[src/rtl/mem_port_arbiter_if.sv]
// Request, completion and external-bus signals of the memory port arbiter.
// slave = arbiter side, master = requesters plus memory side.
interface mem_port_arbiter_if #(
    parameter int ADDR_W = 32,
    parameter int DATA_W = 32
);
    localparam int BE_W = DATA_W / 8;

    logic              i_if_req;
    logic [ADDR_W-1:0] i_if_addr;
    logic              o_if_gnt;
    logic              o_if_valid;
    logic [DATA_W-1:0] o_if_rdata;

    logic              i_d_req;
    logic              i_d_we;
    logic [ADDR_W-1:0] i_d_addr;
    logic [DATA_W-1:0] i_d_wdata;
    logic [BE_W-1:0]   i_d_be;
    logic              o_d_gnt;
    logic              o_d_valid;
    logic [DATA_W-1:0] o_d_rdata;

    logic              o_bus_req;
    logic              o_bus_we;
    logic [ADDR_W-1:0] o_bus_addr;
    logic [DATA_W-1:0] o_bus_wdata;
    logic [BE_W-1:0]   o_bus_be;
    logic              i_bus_ack;
    logic [DATA_W-1:0] i_bus_rdata;

    logic              o_busy;
    logic              o_timeout;

    modport slave (
        input  i_if_req, i_if_addr,
        output o_if_gnt, o_if_valid, o_if_rdata,
        input  i_d_req, i_d_we, i_d_addr, i_d_wdata, i_d_be,
        output o_d_gnt, o_d_valid, o_d_rdata,
        output o_bus_req, o_bus_we, o_bus_addr, o_bus_wdata, o_bus_be,
        input  i_bus_ack, i_bus_rdata,
        output o_busy, o_timeout
    );

    modport master (
        output i_if_req, i_if_addr,
        input  o_if_gnt, o_if_valid, o_if_rdata,
        output i_d_req, i_d_we, i_d_addr, i_d_wdata, i_d_be,
        input  o_d_gnt, o_d_valid, o_d_rdata,
        input  o_bus_req, o_bus_we, o_bus_addr, o_bus_wdata, o_bus_be,
        output i_bus_ack, i_bus_rdata,
        input  o_busy, o_timeout
    );
endinterface

[src/rtl/mem_port_arbiter.sv]
// Shares one external memory port between fetch and data, data first,
// with a fetch starvation guard. Build option: MEM_ARB_TIMEOUT_EN.
module mem_port_arbiter #(
    parameter int ADDR_W   = 32,
    parameter int DATA_W   = 32,
    parameter int MAX_WAIT = 4,
    parameter int TIMEOUT  = 255
) (
    input logic i_clk,
    input logic i_reset_n,
    mem_port_arbiter_if.slave p
);
    localparam int BE_W = DATA_W / 8;
    localparam int SW   = $clog2(MAX_WAIT + 1);

    typedef enum logic [1:0] {
        IDLE,
        BUS_IF,
        BUS_D
    } state_t;

    state_t state, state_nxt;

    logic [SW-1:0]     starve_cnt;
    logic              if_win, d_win, done, aborted;
    logic              if_gnt, d_gnt, if_valid, d_valid;
    logic [DATA_W-1:0] if_rdata, d_rdata;
    logic              bus_we;
    logic [ADDR_W-1:0] bus_addr;
    logic [DATA_W-1:0] bus_wdata;
    logic [BE_W-1:0]   bus_be;

`ifdef MEM_ARB_TIMEOUT_EN
    localparam int TW = $clog2(TIMEOUT + 1);
    logic [TW-1:0] tmo_cnt;
    logic          tmo_flag;

    assign aborted = (state != IDLE) && !p.i_bus_ack
                     && (tmo_cnt == TW'(TIMEOUT - 1));

    always_ff @(posedge i_clk or negedge i_reset_n) begin
        if (!i_reset_n) begin
            tmo_cnt  <= '0;
            tmo_flag <= 1'b0;
        end else if (state == IDLE) begin
            tmo_cnt <= '0;
        end else if (aborted) begin
            tmo_flag <= 1'b1;
        end else if (!p.i_bus_ack) begin
            tmo_cnt <= tmo_cnt + 1'b1;
        end
    end

    assign p.o_timeout = tmo_flag;
`else
    assign aborted     = 1'b0;
    assign p.o_timeout = 1'b0;
`endif

    always_ff @(posedge i_clk or negedge i_reset_n) begin
        if (!i_reset_n) state <= IDLE;
        else            state <= state_nxt;
    end

    always_comb begin
        state_nxt = state;
        if_win    = 1'b0;
        d_win     = 1'b0;
        done      = 1'b0;
        unique case (state)
            IDLE: begin
                // A fetch that has lost MAX_WAIT times in a row beats data
                if_win = p.i_if_req &&
                         (!p.i_d_req || starve_cnt == SW'(MAX_WAIT));
                d_win  = p.i_d_req && !if_win;
                if (if_win)     state_nxt = BUS_IF;
                else if (d_win) state_nxt = BUS_D;
            end
            BUS_IF, BUS_D: begin
                done = p.i_bus_ack || aborted;
                if (done) state_nxt = IDLE;
            end
            default: state_nxt = IDLE;
        endcase
    end

    always_ff @(posedge i_clk or negedge i_reset_n) begin
        if (!i_reset_n) begin
            starve_cnt <= '0;
            if_gnt     <= 1'b0;
            d_gnt      <= 1'b0;
            if_valid   <= 1'b0;
            d_valid    <= 1'b0;
            if_rdata   <= '0;
            d_rdata    <= '0;
            bus_we     <= 1'b0;
            bus_addr   <= '0;
            bus_wdata  <= '0;
            bus_be     <= '0;
        end else begin
            if_gnt   <= if_win;
            d_gnt    <= d_win;
            if_valid <= done && (state == BUS_IF);
            d_valid  <= done && (state == BUS_D);
            if (if_win) begin
                bus_we     <= 1'b0;
                bus_addr   <= p.i_if_addr;
                bus_wdata  <= '0;
                bus_be     <= '1;
                starve_cnt <= '0;
            end else if (d_win) begin
                bus_we    <= p.i_d_we;
                bus_addr  <= p.i_d_addr;
                bus_wdata <= p.i_d_wdata;
                bus_be    <= p.i_d_we ? p.i_d_be : '1;
                if (p.i_if_req && starve_cnt != SW'(MAX_WAIT))
                    starve_cnt <= starve_cnt + 1'b1;
            end
            if (done && state == BUS_IF)
                if_rdata <= aborted ? '0 : p.i_bus_rdata;
            if (done && state == BUS_D)
                d_rdata <= (aborted || bus_we) ? '0 : p.i_bus_rdata;
        end
    end

    assign p.o_if_gnt    = if_gnt;
    assign p.o_if_valid  = if_valid;
    assign p.o_if_rdata  = if_rdata;
    assign p.o_d_gnt     = d_gnt;
    assign p.o_d_valid   = d_valid;
    assign p.o_d_rdata   = d_rdata;
    assign p.o_bus_req   = (state != IDLE);
    assign p.o_bus_we    = bus_we;
    assign p.o_bus_addr  = bus_addr;
    assign p.o_bus_wdata = bus_wdata;
    assign p.o_bus_be    = bus_be;
    assign p.o_busy      = (state != IDLE);
endmodule

[src/flat_wrapper.sv]
// flat-port wrapper written by rule: the top's interface ports become plain ports
module mem_port_arbiter_flat 
#(
    parameter int ADDR_W   = 32,
    parameter int DATA_W   = 32,
    parameter int MAX_WAIT = 4,
    parameter int TIMEOUT  = 255
)
  (i_clk, i_reset_n, p_i_if_req, p_i_if_addr, p_o_if_gnt, p_o_if_valid, p_o_if_rdata, p_i_d_req, p_i_d_we, p_i_d_addr, p_i_d_wdata, p_i_d_be, p_o_d_gnt, p_o_d_valid, p_o_d_rdata, p_o_bus_req, p_o_bus_we, p_o_bus_addr, p_o_bus_wdata, p_o_bus_be, p_i_bus_ack, p_i_bus_rdata, p_o_busy, p_o_timeout);
  mem_port_arbiter_if #(.ADDR_W(ADDR_W), .DATA_W(DATA_W)) p_i ();
  input logic i_clk;
  input logic i_reset_n;
  input wire logic [$bits(p_i.i_if_req)-1:0] p_i_if_req;
  input wire logic [$bits(p_i.i_if_addr)-1:0] p_i_if_addr;
  output wire logic [$bits(p_i.o_if_gnt)-1:0] p_o_if_gnt;
  output wire logic [$bits(p_i.o_if_valid)-1:0] p_o_if_valid;
  output wire logic [$bits(p_i.o_if_rdata)-1:0] p_o_if_rdata;
  input wire logic [$bits(p_i.i_d_req)-1:0] p_i_d_req;
  input wire logic [$bits(p_i.i_d_we)-1:0] p_i_d_we;
  input wire logic [$bits(p_i.i_d_addr)-1:0] p_i_d_addr;
  input wire logic [$bits(p_i.i_d_wdata)-1:0] p_i_d_wdata;
  input wire logic [$bits(p_i.i_d_be)-1:0] p_i_d_be;
  output wire logic [$bits(p_i.o_d_gnt)-1:0] p_o_d_gnt;
  output wire logic [$bits(p_i.o_d_valid)-1:0] p_o_d_valid;
  output wire logic [$bits(p_i.o_d_rdata)-1:0] p_o_d_rdata;
  output wire logic [$bits(p_i.o_bus_req)-1:0] p_o_bus_req;
  output wire logic [$bits(p_i.o_bus_we)-1:0] p_o_bus_we;
  output wire logic [$bits(p_i.o_bus_addr)-1:0] p_o_bus_addr;
  output wire logic [$bits(p_i.o_bus_wdata)-1:0] p_o_bus_wdata;
  output wire logic [$bits(p_i.o_bus_be)-1:0] p_o_bus_be;
  input wire logic [$bits(p_i.i_bus_ack)-1:0] p_i_bus_ack;
  input wire logic [$bits(p_i.i_bus_rdata)-1:0] p_i_bus_rdata;
  output wire logic [$bits(p_i.o_busy)-1:0] p_o_busy;
  output wire logic [$bits(p_i.o_timeout)-1:0] p_o_timeout;
  assign p_i.i_if_req = p_i_if_req;
  assign p_i.i_if_addr = p_i_if_addr;
  assign p_o_if_gnt = p_i.o_if_gnt;
  assign p_o_if_valid = p_i.o_if_valid;
  assign p_o_if_rdata = p_i.o_if_rdata;
  assign p_i.i_d_req = p_i_d_req;
  assign p_i.i_d_we = p_i_d_we;
  assign p_i.i_d_addr = p_i_d_addr;
  assign p_i.i_d_wdata = p_i_d_wdata;
  assign p_i.i_d_be = p_i_d_be;
  assign p_o_d_gnt = p_i.o_d_gnt;
  assign p_o_d_valid = p_i.o_d_valid;
  assign p_o_d_rdata = p_i.o_d_rdata;
  assign p_o_bus_req = p_i.o_bus_req;
  assign p_o_bus_we = p_i.o_bus_we;
  assign p_o_bus_addr = p_i.o_bus_addr;
  assign p_o_bus_wdata = p_i.o_bus_wdata;
  assign p_o_bus_be = p_i.o_bus_be;
  assign p_i.i_bus_ack = p_i_bus_ack;
  assign p_i.i_bus_rdata = p_i_bus_rdata;
  assign p_o_busy = p_i.o_busy;
  assign p_o_timeout = p_i.o_timeout;
  mem_port_arbiter #(.ADDR_W(ADDR_W), .DATA_W(DATA_W), .MAX_WAIT(MAX_WAIT), .TIMEOUT(TIMEOUT)) u_core (.i_clk(i_clk), .i_reset_n(i_reset_n), .p(p_i));
endmodule
[config.mk]
export PLATFORM = sky130hd
export DESIGN_NAME = mem_port_arbiter_flat
export DESIGN_NICKNAME = d
export VERILOG_FILES = /design/src/rtl/mem_port_arbiter_if.sv /design/src/rtl/mem_port_arbiter.sv /design/src/flat_wrapper.sv
export SDC_FILE = /design/constraint.sdc
export NUM_CORES = 1
export LEC_CHECK = 0
export ABC_AREA = 1
export CAP_MARGIN = 40
export CORE_MARGIN = 5
export CORE_UTILIZATION = 42
export CTS_BUF_LIST = sky130_fd_sc_hd__clkbuf_2
export DETAILED_ROUTE_END_ITERATION = 6
export PLACE_DENSITY = 0.84
export SYNTH_ARGS = -nofsm -noshare
export SYNTH_HDL_FRONTEND = slang
export SYNTH_SLANG_ARGS = --single-unit
[constraint.sdc]
create_clock -name i_clk -period 4.7 [get_ports i_clk]
set_clock_uncertainty 0.15 [all_clocks]
set_input_delay 0.94 -clock i_clk [delete_from_list [all_inputs] [get_ports i_clk]]
set_output_delay 0.94 -clock i_clk [all_outputs]
set_load 0.005 [all_outputs]
==> flow_metrics.py <==
metrics = {
    "status": {
        "status": "complete, no violations",
    },
    "die": {
        "dieArea_um2": 17300,
        "initial_core_util_pct": 42.67,
        "ios": 278,
        "die_height_um": 131.5,
        "core_um2": 14530,
        "die-width_um": 131.5,
        "row_count": 44,
    },
    "setup_path": {
        "cp_slowest_cell": "clkdlybuf4s50_1",
        "worstPathCellList": "inv_1 > ha_1 > buf_4 > inv_1 > clkdlybuf4s50_1",
        "required_ns": 3.61,
        "cp_max_fo": 38,
        "crit_type": "reg2out",
        "cpMostUsedCell": "inv_1",
        "slowest_delay_ns": 0.49,
        "path_delay_family": "buffers and inverters",
        "worstSetupStartpointType": "flop",
        "cp-end-kind": "output port",
        "path_buf_inv": 4,
        "crit_arrival_ns": 2.34,
    },
    "sta": {
        "worstMarginPinSlew_ns": 0.7685,
        "grt_setup_unrepaired": "no",
        "setup_viol": 0,
        "fin_crit_sh_pct": 72.93,
        "fmax_ghz": 0.2918,
        "drv_slew": 0,
        "fin_crit_ns": 3.428,
        "hold_violations": 0,
        "relSlewSlack_pct": 48.65,
        "fin_setup_tns_ns": 0,
        "worst_slack_ns": 1.272,
    },
    "power_and_ir_drop": {
        "power.leakage_nw": 4.725,
        "p_clk_share_pct": 13.4,
        "combPwrFrac_pct": 47.6,
        "intPower_mw": 3.418,
        "power.density_nw_per_um2": 570.3,
        "p_switching_mw": 1.910,
        "seqPwrFrac_pct": 38.9,
        "vdd_drop_max_mv": 0.4235,
        "swShare_pct": 35.84,
    },
    "placement": {
        "dp_hpwl_mm": 13.35,
        "dp_cells": 1160,
        "gp_congestion": 0.8373,
        "pre_cts_slack_ns": 1.438,
        "io_buffers": 276,
    },
    "drt": {
        "drt-initial-drc-count": 269,
        "viasPerCell": 4.783,
        "antenna_left": 0,
        "routedWlPerCell_um": 15.37,
        "drt-total-wl_mm": 18.32,
        "via_count": 5701,
        "drc": 0,
        "firstDrtPassIters": 6,
    },
    "global_routing": {
        "grt_pass1_wl_mm": 29.06,
        "antenna_found_initial": 1,
        "gr-usage-met2_pct": 31.72,
        "grt_max_degree": 85,
        "grt.met3_usage_pct": 8.372,
        "grt_usage_pct": 20.66,
        "met1_usage_pct": 26.60,
        "grt.overflow.total": 0,
        "gr-max-usage-layer": "met2",
        "first_global_vias": 5479,
    },
    "synth": {
        "synth.yosys.warnings": 0,
        "yosysSeqAreaShare_pct": 57.29,
        "syn-num-nets": 880,
        "ys_ff_latch": 142,
        "synth_area_um2": 6202,
        "avgSynthCellArea_um2": 8.415,
        "netlist_instances": 737,
        "yosysUniqueCellTypes": 19,
    },
    "clock_network": {
        "clkTransAtPathRegs_ns": 0.18,
        "clkLatencyLatePin_ns": 0.69,
        "clock_sinks": 142,
        "cts-htree-levels": 4,
        "root_buffer": "clkbuf_2",
        "clockBufferDepth": 2,
        "post_cts_resize_count": 0,
        "numCtsBuffers": 17,
        "cts_tree": "built",
    },
    "cells_and_area": {
        "fin_cells": 1192,
        "syn_to_final_growth_pct": 50.64,
        "n_fill_cell": 1213,
        "final_cell_mix": "nand2_1, clkdlybuf4s50_1, dfrtp_1, inv_1, nand3_1",
        "fin_util_pct": 64.28,
        "final_nets": 1139,
        "layout_commonest_cell": "nand2_1",
        "layout-drive-gt1-share_pct": 4.469,
    },
    "hold_path": {
        "hold_path.class": "reg2reg",
    },
    "job": {
        "maxCapViolCount": 0,
    },
}
==> sequential cells by signal, summed over array words and instances, names as in the netlist <==
signal                count
u_core.p.o_bus_addr      32
u_core.p.o_bus_be         4
u_core.p.o_bus_wdata     32
u_core.p.o_bus_we         1
u_core.p.o_d_gnt          1
u_core.p.o_d_rdata       32
u_core.p.o_d_valid        1
u_core.p.o_if_gnt         1
u_core.p.o_if_rdata      32
u_core.p.o_if_valid       1
u_core.starve_cnt         3
u_core.state              2
==> metrics by stage <==
step | cell area [um2] | hold WS, ns | power (mW)
5_1_grt | 9343 | 0.3625 | 5.718
3_5_place_dp | 9096 | 0.3144 | 4.662
6_report | 9343 | 0.3530 | 5.328
3_3_place_gp | 9069 | 0.3119 | 4.580
2_1_floorplan | 6202 | 0.3224 | 3.106
4_1_cts | 9340 | 0.3578 | 5.389
==> final timing paths <==
kind                                          start  slack (ns)                  endpoint  cells past startpoint
hold reg to reg            u_core.p.o_bus_wdata[15]        0.35  u_core.p.o_bus_wdata[15]                      2
setup / recovery                    u_core.state[0]        1.27               p_o_bus_req                      5
min in group asynchronous                 i_reset_n        0.45  u_core.p.o_bus_wdata[12]                      2
hold / removal             u_core.p.o_bus_wdata[15]        0.35  u_core.p.o_bus_wdata[15]                      2
setup reg to reg               u_core.starve_cnt[0]        2.24  u_core.p.o_bus_wdata[31]                      9
max in group asynchronous                 i_reset_n        2.91    u_core.p.o_d_rdata[30]                      4
==> cells by family (layout without fill, tap and decap cells) <==
kind of cell / count (synthesis) / after routing / synth area share [%]
flip-flops: 142 / 142 / 57.29
XOR/XNOR: 1 / 1 / 0.1412
buffers and inverters: 157 / 427 / 10.25
AO/OA/AOI/OAI: 70 / 70 / 6.960
adder cells (fa/ha/maj): 5 / 5 / 1.009
other: 1 / 2 / 0.06046
AND/OR/NAND/NOR: 361 / 361 / 24.29
==> power by group through the flow <==
stage,clock (mW),sequential [mW],combinational [mW]
2_1_floorplan,0,2.11,0.994
3_3_place_gp,0,2.08,2.50
3_5_place_dp,0,2.09,2.57
4_1_cts,0.742,2.08,2.57
5_1_grt,0.802,2.14,2.78
6_report,0.716,2.07,2.54
==> metal layers <==
metal	vias to the layer above	share of wire [%]	wire, um
li1	2811	-	-
met1	2612	42	7643
met2	253	46	8410
met3	25	10	1903
met4	0	2.0	360
met5	-	0	0
==> tightest hold or removal path: stages (launching register included) <==
cell and delay (ns):
dfrtp_1 0.38, nand2_1 0.05, nand2_1 0.05
==> Yosys cell counts (all sizes together) <==
master	instances	share of area, %
conb	1	0.060
nand4	32	3.2
dfrtp	142	57
o21ai	39	3.2
inv	110	6.7
nand3	41	3.3
buf	25	2.3
xor2	1	0.14
ha	5	1.0
nand2	284	17
clkbuf	22	1.3
nor2	2	0.24
o31ai	31	3.8
nand3b	2	0.24
==> cell type report <==
type	count	area, um2	area share (%)
antenna	1	2.502	0.02678
clock buffer	17	85.08	0.9107
clock inverter	13	148.9	1.594
inverter	110	412.9	4.419
multi-input combinational	438	2028	21.71
sequential	142	3553	38.03
tap	184	230.2	2.464
timing repair buffer	287	2882	30.84
==> repair_timing <==
action | CTS | global route
endpoints found under the hold margin | 17 | 0
setup buffers | 0 | 0
hold buffers | 1 | 0
Note: power is estimated with default switching activity, not from simulation.
